## src/rtl/pattern_stream_tx_pkg.sv

```systemverilog
// Shared types and constants for the "0101" pattern transmitter and its detector side.
package pattern_stream_tx_pkg;

  typedef enum logic [3:0] {
    IDLE, LEAD0, LEAD1, PAIR0, PAIR1, S0, S1, S2, S3, GAP, DONE
  } tx_state_t;

  localparam logic MODE_OVERLAP = 1'b0;
  localparam logic MODE_SPACED  = 1'b1;
  localparam logic IDLE_BIT     = 1'b1;
  localparam logic [3:0] PATTERN = 4'b0101;

  // Line level driven in each state; the pattern MSB goes out first.
  function automatic logic state_bit(tx_state_t s);
    case (s)
      LEAD0, PAIR0, S0: state_bit = PATTERN[3];
      LEAD1, PAIR1, S1: state_bit = PATTERN[2];
      S2:               state_bit = PATTERN[1];
      S3:               state_bit = PATTERN[0];
      default:          state_bit = IDLE_BIT;
    endcase
  endfunction

endpackage

```

## src/rtl/pattern_stream_tx_gap.sv

```systemverilog
// Loadable down-counter timing the idle-'1' run after each spaced-mode occurrence.
module tx_gap_timer #(
  parameter int W = 4
) (
  input  logic         clk,
  input  logic         rst,
  input  logic         load,
  input  logic [W-1:0] load_val,
  input  logic         en,
  output logic         zero
);

  logic [W-1:0] cnt;

  always_ff @(posedge clk) begin
    if (rst) begin
      cnt <= '0;
    end else if (load) begin
      cnt <= load_val;
    end else if (en && (cnt != '0)) begin
      cnt <= cnt - 1'b1;
    end
  end

  assign zero = (cnt == '0);

endmodule

```

## src/rtl/pattern_stream_tx.sv

```systemverilog
// Serial "0101" stream generator: emits exactly the requested number of overlap-counted
// occurrences, either packed back-to-back or separated by idle-'1' gaps.
module pattern_stream_tx
  import pattern_stream_tx_pkg::*;
#(
  parameter int GAP_BITS = 2,
  parameter int CNT_W    = 8
) (
  input  logic             clk,
  input  logic             rst,
  input  logic             req_i,
  input  logic [CNT_W-1:0] count_i,
  input  logic             mode_i,
  input  logic             en_i,
  output logic             bit_o,
  output logic             bit_vld_o,
  output logic             busy_o,
  output logic             done_o,
  output logic [CNT_W-1:0] occ_cnt_o
);

  localparam logic [CNT_W-1:0] CNT_ONE  = CNT_W'(1);
  localparam logic [3:0]       GAP_LOAD = 4'(GAP_BITS - 1);

  tx_state_t        state, state_nxt;
  logic             mode_q;
  logic [CNT_W-1:0] rem_q;
  logic [CNT_W-1:0] occ_q;
  logic             zero_hold_q;
  logic             accept, occ_step, tmr_load, tmr_en, tmr_zero;

  tx_gap_timer #(.W(4)) u_gap (
    .clk      (clk),
    .rst      (rst),
    .load     (tmr_load),
    .load_val (GAP_LOAD),
    .en       (tmr_en),
    .zero     (tmr_zero)
  );

  always_ff @(posedge clk) begin
    if (rst) begin
      state       <= IDLE;
      mode_q      <= MODE_OVERLAP;
      rem_q       <= '0;
      occ_q       <= '0;
      zero_hold_q <= 1'b0;
    end else begin
      state <= state_nxt;
      if (accept) begin
        mode_q      <= mode_i;
        rem_q       <= count_i;
        occ_q       <= '0;
        zero_hold_q <= (count_i == '0);
      end else begin
        zero_hold_q <= 1'b0;
        if (occ_step) begin
          occ_q <= occ_q + CNT_ONE;
          rem_q <= rem_q - CNT_ONE;
        end
      end
    end
  end

  always_comb begin
    state_nxt = state;
    bit_o     = IDLE_BIT;
    bit_vld_o = 1'b0;
    busy_o    = 1'b0;
    done_o    = 1'b0;
    accept    = 1'b0;
    occ_step  = 1'b0;
    tmr_load  = 1'b0;
    tmr_en    = 1'b0;
    case (state)
      IDLE: begin
        if (req_i) begin
          accept = 1'b1;
          if (count_i == '0)             state_nxt = DONE;
          else if (mode_i == MODE_SPACED) state_nxt = S0;
          else                            state_nxt = LEAD0;
        end
      end
      LEAD0, LEAD1, PAIR0, PAIR1, S0, S1, S2, S3, GAP: begin
        busy_o    = 1'b1;
        bit_vld_o = 1'b1;
        bit_o     = state_bit(state);
        tmr_en    = (state == GAP) && en_i;
        if (en_i) begin
          case (state)
            LEAD0: state_nxt = LEAD1;
            LEAD1: state_nxt = PAIR0;
            PAIR0: state_nxt = PAIR1;
            PAIR1: begin
              occ_step  = 1'b1;
              state_nxt = (rem_q == CNT_ONE) ? DONE : PAIR0;
            end
            S0: state_nxt = S1;
            S1: state_nxt = S2;
            S2: state_nxt = S3;
            S3: begin
              occ_step  = 1'b1;
              tmr_load  = 1'b1;
              state_nxt = GAP;
            end
            GAP: begin
              // rem_q was already decremented when S3 was consumed
              if (tmr_zero) state_nxt = (rem_q == '0) ? DONE : S0;
            end
            default: state_nxt = IDLE;
          endcase
        end
      end
      DONE: begin
        // A zero-count frame spends its single busy cycle here before the done pulse.
        if (zero_hold_q) begin
          busy_o = 1'b1;
        end else begin
          done_o    = 1'b1;
          state_nxt = IDLE;
        end
      end
      default: state_nxt = IDLE;
    endcase
  end

  assign occ_cnt_o = occ_q;

endmodule

```

## config.mk

```make
export PLATFORM = sky130hd
export DESIGN_NAME = pattern_stream_tx
export DESIGN_NICKNAME = d
export VERILOG_FILES = /design/src/rtl/pattern_stream_tx_pkg.sv /design/src/rtl/pattern_stream_tx_gap.sv /design/src/rtl/pattern_stream_tx.sv
export SDC_FILE = /design/constraint.sdc
export NUM_CORES = 1
export LEC_CHECK = 0
export BUFFER_PORTS_ARGS = -buffer_cell sky130_fd_sc_hd__clkbuf_2
export CORE_ASPECT_RATIO = 0.7
export CORE_UTILIZATION = 25
export DETAILED_ROUTE_END_ITERATION = 10
export HOLD_SLACK_MARGIN = 0.12
export PLACE_DENSITY = 0.51
export SLEW_MARGIN = 20
export SYNTH_ARGS = -nofsm -noshare
export SYNTH_HDL_FRONTEND = slang
export SYNTH_HIERARCHICAL = 1
export SYNTH_SLANG_ARGS = --single-unit
```

## constraint.sdc

```tcl
create_clock -name clk -period 3.8 [get_ports clk]
set_input_delay 0.38 -clock clk [delete_from_list [all_inputs] [get_ports clk]]
set_output_delay 0.38 -clock clk [all_outputs]
set_load 0.03 [all_outputs]
```

# == After elaboration in Yosys (flattened, before gate mapping) ==
# Memory sizes are Yosys's and may differ from the RTL's. A register that Yosys moved wholly into a read port is not among the register bits.
# Index checks and enable logic that the tools add are counted.
# op_classes
add_sub_neg,3
mul,0
div,0
order_cmp,0
eq_ne,15
n_shift,0
muxes,31
bitwise,1
reduce_logical,15
# op_table
operator,n
$mux W4,9
$pmux W4 S9,1
$eq A4 B3 Y1 const B,4
$logic_not A8 Y1,2
$mux W1,16
$mux W8,2
$eq A4 B4 Y1 const B,3
$pmux W4 S3,1
$reduce_or A9 Y1,1
$add A8 B1 Y8 const B,1
$eq A4 B2 Y1 const B,2
$eq A8 B1 Y1 const B,1
$logic_not A4 Y1,2
$reduce_or A2 Y1,4
$sub A8 B1 Y8 const B,1
$ne A2 B2 Y1 const B,3
$eq A4 B1 Y1 const B,1
$reduce_and A4 Y1,1
$reduce_bool A2 Y1,2
$reduce_bool A4 Y1,1
$sub A4 B1 Y4 const B,1
$mux W3,1
$ne A3 B3 Y1 const B,1
$logic_and A1 B1 Y1,2
other kinds (2),2
# word_totals
regBits,25
latchBits,0
ramBits,0
mem_bits_ro,16
in_bits,13
elab_cells,72
mem_count,1
# mem_list
name,depth,word_bits,rd,rd_ports_with_merged_regs,write_ports,line_no,text
(no name shown),16,1,1,1,0,pattern_stream_tx_pkg.sv:15,case (s)

# == Logic depth before layout (Yosys ltp) ==
# Gate-level depths: netlist of run 1.
# depth
word_depth,8
mapped_depth,9

# == Modules after synthesis ==
# Netlist of run 1, hierarchy kept.
# by_module_without_submodules
module,instances,cells_each,area_per_inst_um2,seq_area_each_um2
pattern_stream_tx,1,171,1388.8,440.4
tx_gap_timer,1,29,262.8,80.1

# == Worst setup path after synthesis of run 1 ==
# Ideal clock, no wire load.
# synth_timing
kind,reg2reg
startpoint,reg u_gap.cnt[1]
endpoint,reg with a tool-made name
arrival_time_ns,1.920
required_time_ns,3.676
path_slack_ns,1.756
stages_incl_launch_ff,10
path_buffers,0
path_cell_list,dfxtp_1 -> inv_1 -> ha_1 -> or3b_4 -> inv_1 -> nand2b_1 -> a2111oi_2 -> nor3_2 -> a311oi_2 -> nand2_1
# synth_lines
element,line_no,text
"start, declared",pattern_stream_tx_gap.sv:13,logic [W-1:0] cnt;
"start signal, assigned",pattern_stream_tx_gap.sv:19,cnt <= load_val;
"start signal, assigned",pattern_stream_tx_gap.sv:21,cnt <= cnt - 1'b1;

==> flow_metrics.py, run 1 <==
metrics = {
    "sta": {
        "finalMaxSlewViolations": 0,
        "worst_slew_pin_slew_ps": 578,
        "grt_setup_unrepaired": "no",
        "post-route-min-period_ps": 2240,
        "hold_violations": 0,
        "setup_viol": 0,
        "fin_crit_sh_pct": 59.0,
        "setup-tns-final_ps": 0,
        "maxSlewHeadroom_pct": 61.4,
        "fmax_ghz": 0.446,
        "finClkSkew_ps": 3.87,
        "fin_ws_ps": 1560,
    },
    "pwr": {
        "powerDensity_nw_per_um2": 623,
        "switching_share_pct": 46.4,
        "combPwrFrac_pct": 45.7,
        "p_switching_mw": 0.543,
        "seqPwrFrac_pct": 38.3,
        "clock_power_share_pct": 16.1,
        "p_int_mw": 0.626,
        "static-leakage-power_nw": 0.672,
        "peakVddDrop_uv": 389,
        "p_total_mw": 1.17,
    },
    "floorplanning": {
        "die_w_um": 99.1,
        "core_area_um2": 6310,
        "die_h_um": 70.0,
        "fp.dieArea_um2": 6940,
        "initial_core_util_pct": 26.2,
        "rows": 24,
        "io_pins": 25,
    },
    "logic_synthesis": {
        "synthArstFlopShare_pct": 0,
        "synthXorXnorAreaFrac_pct": 5.76,
        "synth-main-ff-cell": "dfxtp_1",
        "yosys.area.top_type": "dfxtp_1",
        "synthesis.area_um2": 1650,
        "synthAdderAreaFrac_pct": 3.79,
        "ys_seq_area_share_pct": 31.5,
        "synthTopCellsByArea": "dfxtp_1 32%, nor2_1 6.4%, nand2_1 4.1%",
        "ys_ff_latch": 26,
        "synth_common_cells": "28 x nor2_1, 26 x dfxtp_1, 18 x nand2_1, 11 x a21oi_1, 9 x nand3_1",
        "synth_most_common_cell": "nor2_1",
        "yosys_warnings": 6,
        "yosysTopAreaCellShare_pct": 31.5,
        "muxShareOfSynthArea_pct": 0.606,
        "synth_area_per_cell_um2": 8.26,
        "yosysUniqueCellTypes": 55,
        "synth-simple-area-share_pct": 33.0,
        "synth_edf_count": 0,
        "synth_top_family_by_area": "simple AND/OR/NAND/NOR gates",
        "postSynthCellCount": 200,
        "synth_compound_area_share_pct": 19.6,
    },
    "cells_and_area": {
        "syn_to_final_growth_pct": 13.6,
        "layoutNonFillerInstCount": 299,
        "diodes": 0,
        "final_core_utilization_pct": 29.7,
        "drive_gt1_share_pct": 19.0,
        "fillCellCount": 696,
        "nNetsFinal": 240,
    },
    "clocking": {
        "htree_levels": 1,
        "clk_pin_slew_ps": 100,
        "post_cts_resized": 0,
        "cts.path.max_buffers": 2,
        "cts_setup_buffers": 0,
        "holdBufCountCts": 0,
        "clk_latency_ps": 280,
        "clockRootBuffer": "clkbuf_8",
        "cts_sinks": 26,
        "numCtsBuffers": 3,
        "cts_tree": "yes",
    },
    "detailed_routing": {
        "wl_per_cell_um": 13.1,
        "ant_nets": 0,
        "routed_wl_um": 3900,
        "drc_errors": 0,
        "avgViaCountPerCell": 4.92,
        "vias": 1472,
        "dr.pass1.iters": 4,
        "drt_iter0_drc": 72,
    },
    "worst_setup_path": {
        "start_kind": "register",
        "end_kind": "register",
        "cp_max_fo": 6,
        "crit_type": "register to register",
        "worstPathRequired_ps": 3970,
        "arrival_ps": 2410,
    },
    "placed_design": {
        "portBuffers": 24,
        "gp_congestion": 0.836,
        "hpwlAfterDp_um": 2910,
        "dpl_worst_slack_ps": 1570,
        "dp.cells": 295,
    },
    "hold_path": {
        "hold_class": "primary input to register",
    },
    "global_routing": {
        "antenna_found_initial": 0,
        "grt_pass1_vias": 1357,
        "grtUsageTotal_pct": 11.9,
        "gr-total-overflow": 0,
        "grt_pass1_wl_um": 6630,
        "grt_max_degree": 21,
    },
    "run": {
        "max_cap_viol_count": 0,
    },
    "run_status": {
        "status": "finished, final reports clean",
    },
}
## path summary, 6_finish.rpt
path | depth (start not counted) | from | slack [ps] | end
min reg2reg | 1 | rem_q[7] | 480 | rem_q[7]
max | 9 | u_gap/cnt[1] | 1560 | register
min | 3 | count_i[4] | 340 | rem_q[4]
max reg2reg | 9 | u_gap/cnt[1] | 1560 | register
## routing by layer
layer  GRT usage (%)  wire, µm  vias to the layer above
met5               0         0                        -
met3            2.70       149                        2
met1            18.5      2260                      672
met2            16.7      1480                       32
li1                -         -                      766
met4            1.96        13                        0
## power by group through the flow
stage               clock network (mW)  logic, mW  registers [mW]
finish                           0.188      0.534           0.447
global route                     0.206      0.600           0.459
CTS                              0.197      0.536           0.444
detailed placement                   0      0.533           0.451
global placement                     0      0.538           0.452
floorplan                            0      0.474           0.395
## through the flow
stage	hold WS, ps	instance area, µm²
CTS	336	1880
detailed placement	465	1820
finish	344	1880
floorplan	435	1660
global placement	465	1820
global route	364	1880
## placed cells by master, fill, tap and decap left out, types with 4 or more instances in the layout
cell | Yosys | layout
nor2_1 | 28 | 28
dfxtp_1 | 26 | 26
clkbuf_2 | 0 | 24
nand2_1 | 18 | 18
a21oi_1 | 11 | 11
nand3_1 | 9 | 9
inv_1 | 8 | 8
nor3_1 | 8 | 8
nor4_1 | 6 | 6
nand2b_1 | 6 | 6
xor2_1 | 6 | 6
ha_1 | 5 | 5
a211oi_1 | 4 | 4
clkbuf_8 | 0 | 4
conb_1 | 2 | 4
## flip-flops by register name, indices dropped and copies added, names as in the netlist, named ones only
register     cells
u_gap/cnt        4
rem_q            8
occ_cnt_o        8
zero_hold_q      1
state            4
## cell type report
type,instances,area [µm²],area share (%)
clock buffer,4,55.1,2.94
inverter,8,30.0,1.60
multi-input combinational,159,1050,56.1
sequential,26,520,27.8
tap,78,97.6,5.20
timing repair buffer,24,120,6.40
## cells by family after synthesis
logic type | count (synthesis)
buffers and inverters | 17
adders and majority gates | 5
AOI/OAI and AO/OA | 40
and+or+nand+nor | 99
other | 2
muxes | 1
xor gates and xnor gates | 10
DFF | 26
## worst max-delay path, stage by stage (launching register included)
cell and delay (ps):
dfxtp_1 360, inv_1 90, ha_1 220, or3b_4 290
inv_1 40, nand2b_1 140, a2111oi_2 520, nor3_2 160
a311oi_2 240, nand2_1 70
No activity file was read; power rests on OpenSTA's default activity.
==> run 2, diff against run 1 <==
--- a/config.mk
+++ b/config.mk
@@ -10,7 +10,7 @@
 export CORE_UTILIZATION = 25
 export DETAILED_ROUTE_END_ITERATION = 10
 export HOLD_SLACK_MARGIN = 0.12
-export PLACE_DENSITY = 0.51
+export PLACE_DENSITY = 0.53
 export SLEW_MARGIN = 20
 export SYNTH_ARGS = -nofsm -noshare
 export SYNTH_HDL_FRONTEND = slang
==> constraint.sdc (replaced) <==
create_clock -name clk -period 1.85 [get_ports clk]
set_input_delay 0.185 -clock clk [delete_from_list [all_inputs] [get_ports clk]]
set_output_delay 0.185 -clock clk [all_outputs]
set_load 0.03 [all_outputs]
==> run 2 against run 1 <==
Effect of this change:
- the run now ends with setup timing left
- maximum frequency grew 19%
- first-iteration DRC count is the same
- sequential cell count is the same
- cell count grew 9.0%
- register-to-register slack lost 1600 ps
- design area grew 15%
- combinational power grew to 2.7 times the previous value
- setup slack lost 1600 ps
- wire length grew 8.1%
==> flow_metrics.py, run 2 (same netlist as run 1, synthesis figures left out) <==
metrics = {
    "detailed_routing": {
        "routed_wl_um": 4220,
        "drc_errors": 0,
        "dr.pass1.iters": 4,
        "vias": 1611,
        "wl_per_cell_um": 12.9,
        "ant_nets": 0,
        "avgViaCountPerCell": 4.94,
        "drt_iter0_drc": 72,
    },
    "global_routing": {
        "grt_pass1_vias": 1567,
        "gr-usage-met3_pct": 3.00,
        "grt_pass1_wl_um": 7410,
        "grtUsageTotal_pct": 13.0,
        "gr-usage-met2_pct": 19.3,
        "grt_max_degree": 21,
        "gr-total-overflow": 0,
        "use_met1_pct": 19.7,
        "grt_busiest_layer": "met1",
        "antenna_found_initial": 0,
    },
    "worst_setup_path": {
        "reg2regPathDepth": 9,
        "r2r_setup_slack_ps": -40,
        "crit_type": "register to register",
        "cp_max_fo": 6,
        "slowest_delay_ps": 410,
        "crit_chain": "inv_2 -> ha_4 -> or3b_4 -> inv_2 -> nand2b_4 -> a2111oi_4 -> nor3_4 -> a311oi_2 -> nand2_1",
        "crit_top_cell": "inv_2",
        "crit_slowest_cell": "a2111oi_4",
        "start_kind": "register",
        "worstPathRequired_ps": 2010,
        "arrival_ps": 2050,
        "r2r-start": "u_gap/cnt[1]",
        "end_kind": "register",
    },
    "pwr": {
        "powerDensity_nw_per_um2": 1300,
        "peakVddDrop_uv": 443,
        "static-leakage-power_nw": 0.834,
    },
    "floorplanning": {
        "core_area_um2": 6310,
        "fp.dieArea_um2": 6940,
        "initial_core_util_pct": 26.2,
        "rows": 24,
        "io_pins": 25,
        "die_w_um": 99.1,
        "die_h_um": 70.0,
    },
    "run": {
        "max_cap_viol_count": 0,
    },
    "sta": {
        "finalMaxSlewViolations": 0,
        "hold_violations": 0,
        "grt_setup_unrepaired": "yes",
        "fin_crit_sh_pct": 102,
        "holdWs_ps": 165,
        "post-route-min-period_ps": 1890,
        "fin_ws_ps": -39.3,
        "setup_viol": 2,
        "fmax_ghz": 0.529,
        "finClkSkew_ps": 3.75,
    },
    "hold_path": {
        "hold_depth": 3,
        "hold_class": "primary input to register",
        "min-delay-start": "count_i[4]",
        "hold_end": "rem_q[4]",
    },
    "cells_and_area": {
        "layoutNonFillerInstCount": 326,
        "nNetsFinal": 267,
        "final_cell_mix": "28 x nor2_1, 27 x buf_4, 23 x clkbuf_2",
        "syn_to_final_growth_pct": 30.2,
        "drive_gt1_share_pct": 31.9,
        "layout_commonest_cell": "nor2_1",
        "diodes": 0,
        "final_core_utilization_pct": 34.1,
    },
    "clocking": {
        "clockRootBuffer": "clkbuf_8",
        "htree_levels": 1,
        "cts_tree": "yes",
        "clk_pin_slew_ps": 90,
        "cts.path.max_buffers": 2,
        "numCtsBuffers": 3,
        "clk_latency_ps": 270,
        "cts_sinks": 26,
    },
    "run_status": {
        "violations": "setup timing",
        "status": "complete, but fails checks",
    },
    "placed_design": {
        "hpwlAfterDp_um": 3290,
        "dp.cells": 319,
        "portBuffers": 24,
        "gp_congestion": 0.821,
        "dpl_worst_slack_ps": -37.5,
    },
}
## run 2: routing by layer
metal	up-vias	routed length, µm
li1	821	-
met1	756	2340
met2	34	1660
met3	0	223
met4	0	0
met5	-	0
## run 2: layout make-up
| cell class | count | area (µm²) |
|---|---|---|
| timing repair buffer | 51 | 325 |
| tap | 78 | 97.6 |
| sequential | 26 | 526 |
| multi-input combinational | 159 | 1100 |
| clock buffer | 3 | 41.3 |
| fill | 677 | 4160 |
| clock inverter | 1 | 30.0 |
| inverter | 8 | 30.0 |
## run 2: how the worst max path moves through the flow
| stage | startpoint | slack [ps] | to |
|---|---|---|---|
| 4_1_cts | u_gap/cnt[1] | -60 | register |
| 2_1_floorplan | u_gap/cnt[1] | -2 | register |
| 3_3_place_gp | u_gap/cnt[1] | 30 | register |
| 6_report | u_gap/cnt[1] | -40 | register |
| 3_5_place_dp | u_gap/cnt[1] | -40 | register |
| 5_1_grt | u_gap/cnt[1] | -150 | register |
## run 2: timing repair
action	CTS	global route
hold buffers	0	0
buffers inserted	0	3
gates resized for setup	0	9
pin swaps	0	3
endpoints found under the setup margin	3	11
## run 2: report_power, final
part | internal [mW] | leakage [nW] | switching (mW)
Sequential | 0.678 | 0.214 | 0.191
Clock | 0.290 | 0.0357 | 0.186
Combinational | 0.623 | 0.584 | 0.826
## run 2: critical path: cells and delay by family (launching register included)
family	cells	cell delay (ps)
adders and majority gates	1	150
DFF	1	350
and+or+nand+nor	4	560
buffers and inverters	2	80
AOI/OAI and AO/OA	2	650
## run 2: stage by stage
stage | total power [mW] | setup TNS, ps | instance area [µm²]
after floorplan | 1.80 | -2.10 | 1690
after global placement | 2.24 | 0 | 2030
after detailed placement | 2.24 | -54.4 | 2030
after CTS | 2.74 | -109 | 2110
after global routing | 3.01 | -481 | 2150
final | 2.79 | -65.5 | 2150
==> run 3, diff against run 2 <==
--- a/config.mk
+++ b/config.mk
@@ -5,6 +5,7 @@
 export SDC_FILE = /design/constraint.sdc
 export NUM_CORES = 1
 export LEC_CHECK = 0
+export ABC_AREA = 1
 export BUFFER_PORTS_ARGS = -buffer_cell sky130_fd_sc_hd__clkbuf_2
 export CORE_ASPECT_RATIO = 0.7
 export CORE_UTILIZATION = 25
==> run 3 against run 2 <==
Effect of this change:
- the flow now finishes without violations
- die area rose by 1.8%
- via count is 4.3% higher
- synthesized area is 1.8% higher
- wire length rose by 0.83%
- critical path type unchanged
- largest power group unchanged
==> flow_metrics.py, run 3 <==
metrics = {
    "clocking": {
        "htree_levels": 1,
        "cts.path.max_buffers": 2,
        "clk_pin_slew_ps": 100,
        "clockRootBuffer": "clkbuf_8",
        "cts_sinks": 26,
        "cts_setup_buffers": 0,
        "numCtsBuffers": 3,
        "cts_tree": "yes",
        "clk_latency_ps": 280,
    },
    "sta": {
        "hold_violations": 0,
        "fmax_ghz": 0.599,
        "post-route-min-period_ps": 1670,
        "finClkSkew_ps": 11.0,
        "grt_setup_unrepaired": "no",
        "setup-tns-final_ps": 0,
        "finalMaxSlewViolations": 0,
        "fin_crit_sh_pct": 90.2,
        "setup_viol": 0,
    },
    "detailed_routing": {
        "ant_nets": 0,
        "dr.pass1.iters": 5,
        "drc_errors": 0,
        "wl_per_cell_um": 11.1,
        "routed_wl_um": 4250,
        "drt_iter0_drc": 82,
        "vias": 1681,
        "avgViaCountPerCell": 4.38,
    },
    "cells_and_area": {
        "diodes": 0,
        "fillCellCount": 729,
        "layout_commonest_cell": "nand2_1",
        "syn_to_final_growth_pct": 18.0,
        "final-seq-area_um2": 520,
        "final_cell_mix": "57 x nand2_1, 42 x nor2_1, 30 x inv_1",
        "drive_gt1_share_pct": 19.1,
        "multiInputGateArea_um2": 1020,
        "nNetsFinal": 312,
        "layoutNonFillerInstCount": 384,
    },
    "floorplanning": {
        "die_w_um": 100,
        "core_area_um2": 6370,
        "rows": 24,
        "io_pins": 25,
        "initial_core_util_pct": 26.4,
        "fp.dieArea_um2": 7060,
        "die_h_um": 70.6,
    },
    "worst_setup_path": {
        "crit_type": "register to register",
        "arrival_ps": 1840,
        "r2r-start": "state[3]",
        "worstReg2RegEnd": "u_gap/cnt[3]",
        "reg2regPathDepth": 8,
        "end_kind": "register",
        "worstPathRequired_ps": 2020,
        "r2r_setup_slack_ps": 180,
        "cp_max_fo": 7,
        "start_kind": "register",
    },
    "hold_path": {
        "hold_class": "primary input to register",
        "min-delay-start": "count_i[3]",
        "hold_depth": 3,
        "hold_end": "rem_q[3]",
    },
    "global_routing": {
        "grt_max_degree": 15,
        "gr-total-overflow": 0,
        "grt_busiest_layer": "met2",
        "grtUsageTotal_pct": 12.4,
        "grt_pass1_vias": 1489,
        "use_met1_pct": 18.2,
        "antenna_found_initial": 0,
        "gr-usage-met3_pct": 3.06,
        "gr-usage-met2_pct": 18.3,
        "grt_pass1_wl_um": 6960,
    },
    "pwr": {
        "static-leakage-power_nw": 0.925,
        "peakVddDrop_uv": 418,
        "powerDensity_nw_per_um2": 1540,
    },
    "logic_synthesis": {
        "synth_edf_count": 0,
        "yosys_warnings": 6,
        "synth-main-ff-cell": "dfxtp_1",
        "yosysUniqueCellTypes": 33,
        "synthesis.area_um2": 1680,
        "yosysTopAreaCellShare_pct": 31.0,
        "synthTopCellsByArea": "dfxtp_1 31%, nand2_1 13%, nor2_1 9.6%",
        "synth_area_per_cell_um2": 6.42,
        "postSynthCellCount": 262,
        "synth_common_cells": "57 x nand2_1, 43 x nor2_1, 30 x inv_1, 26 x dfxtp_1, 20 x nand3_1",
        "synthArstFlopShare_pct": 0,
        "ys_seq_area_share_pct": 31.0,
        "ys_ff_latch": 26,
        "yosys.area.top_type": "dfxtp_1",
        "synth_most_common_cell": "nand2_1",
    },
    "placed_design": {
        "dp.cells": 380,
        "hpwlAfterDp_um": 3310,
        "gp_congestion": 0.889,
        "portBuffers": 24,
    },
    "run_status": {
        "status": "finished, final reports clean",
    },
    "run": {
        "max_cap_viol_count": 0,
    },
}
run 3: cells by family after synthesis:
group / Yosys count / synth area share (%)
other: 2 / 0.447
XOR/XNOR: 3 / 1.56
AO/OA/AOI/OAI: 40 / 13.2
adder cells (fa/ha/maj): 5 / 3.72
flip-flops: 26 / 31.0
AND/OR/NAND/NOR: 148 / 40.9
buffers and inverters: 38 / 9.15
run 3: repair_timing:
item,CTS,global route
hold buffers,0,0
gates resized for setup,0,1
endpoints found under the setup margin,0,1
run 3: layout make-up:
cell class	count	share of cell area, %
clock buffer	4	2.77
inverter	37	7.19
multi-input combinational	200	51.3
sequential	26	26.2
tap	91	5.74
timing repair buffer	26	6.81
run 3: per-stage QoR:
step                setup WS (ps)  total power, mW  cell area [µm²]  hold slack [ps]  util, %
global route                 56.6             3.34             1980              203     31.2
finish                        181             3.05             1980              202     31.2
floorplan                     189             2.24             1690              247        -
CTS                          93.8             3.05             1980              197     31.1
detailed placement            115             2.65             1930              485     30.3
global placement              145             2.67             1930              477     30.3
run 3: worst max-delay path, stage by stage, from the launching register on:
cell     delay [ps]
dfxtp_1         420
inv_1           130
nor2_2          210
nand2_1         110
nor2_1          190
inv_2           120
or2_0           220
nand3_1         100
a21oi_2          50
run 3: routing by layer:
metal / wire length [µm] / share of wire [%]
met1: 2250 / 53
met2: 1710 / 40
met3: 255 / 6.0
met4: 34 / 0.80
met5: 0 / 0
run 3: worst max path at each step:
stage               slack, ps           end  startpoint  cells past startpoint
floorplan                 190        done_o    state[1]                      2
global placement          150  u_gap/cnt[3]    state[3]                      8
finish                    180  u_gap/cnt[3]    state[3]                      8
CTS                        90  u_gap/cnt[3]    state[3]                      8
global route               60  u_gap/cnt[3]    state[3]                      8
detailed placement        120  u_gap/cnt[3]    state[3]                      8
run 3: power by group:
group          internal [mW]  switching [mW]  total (mW)
Clock                  0.191           0.198       0.389
Combinational          0.590            1.24        1.83
Sequential             0.697           0.140       0.838
Total                   1.48            1.58        3.05
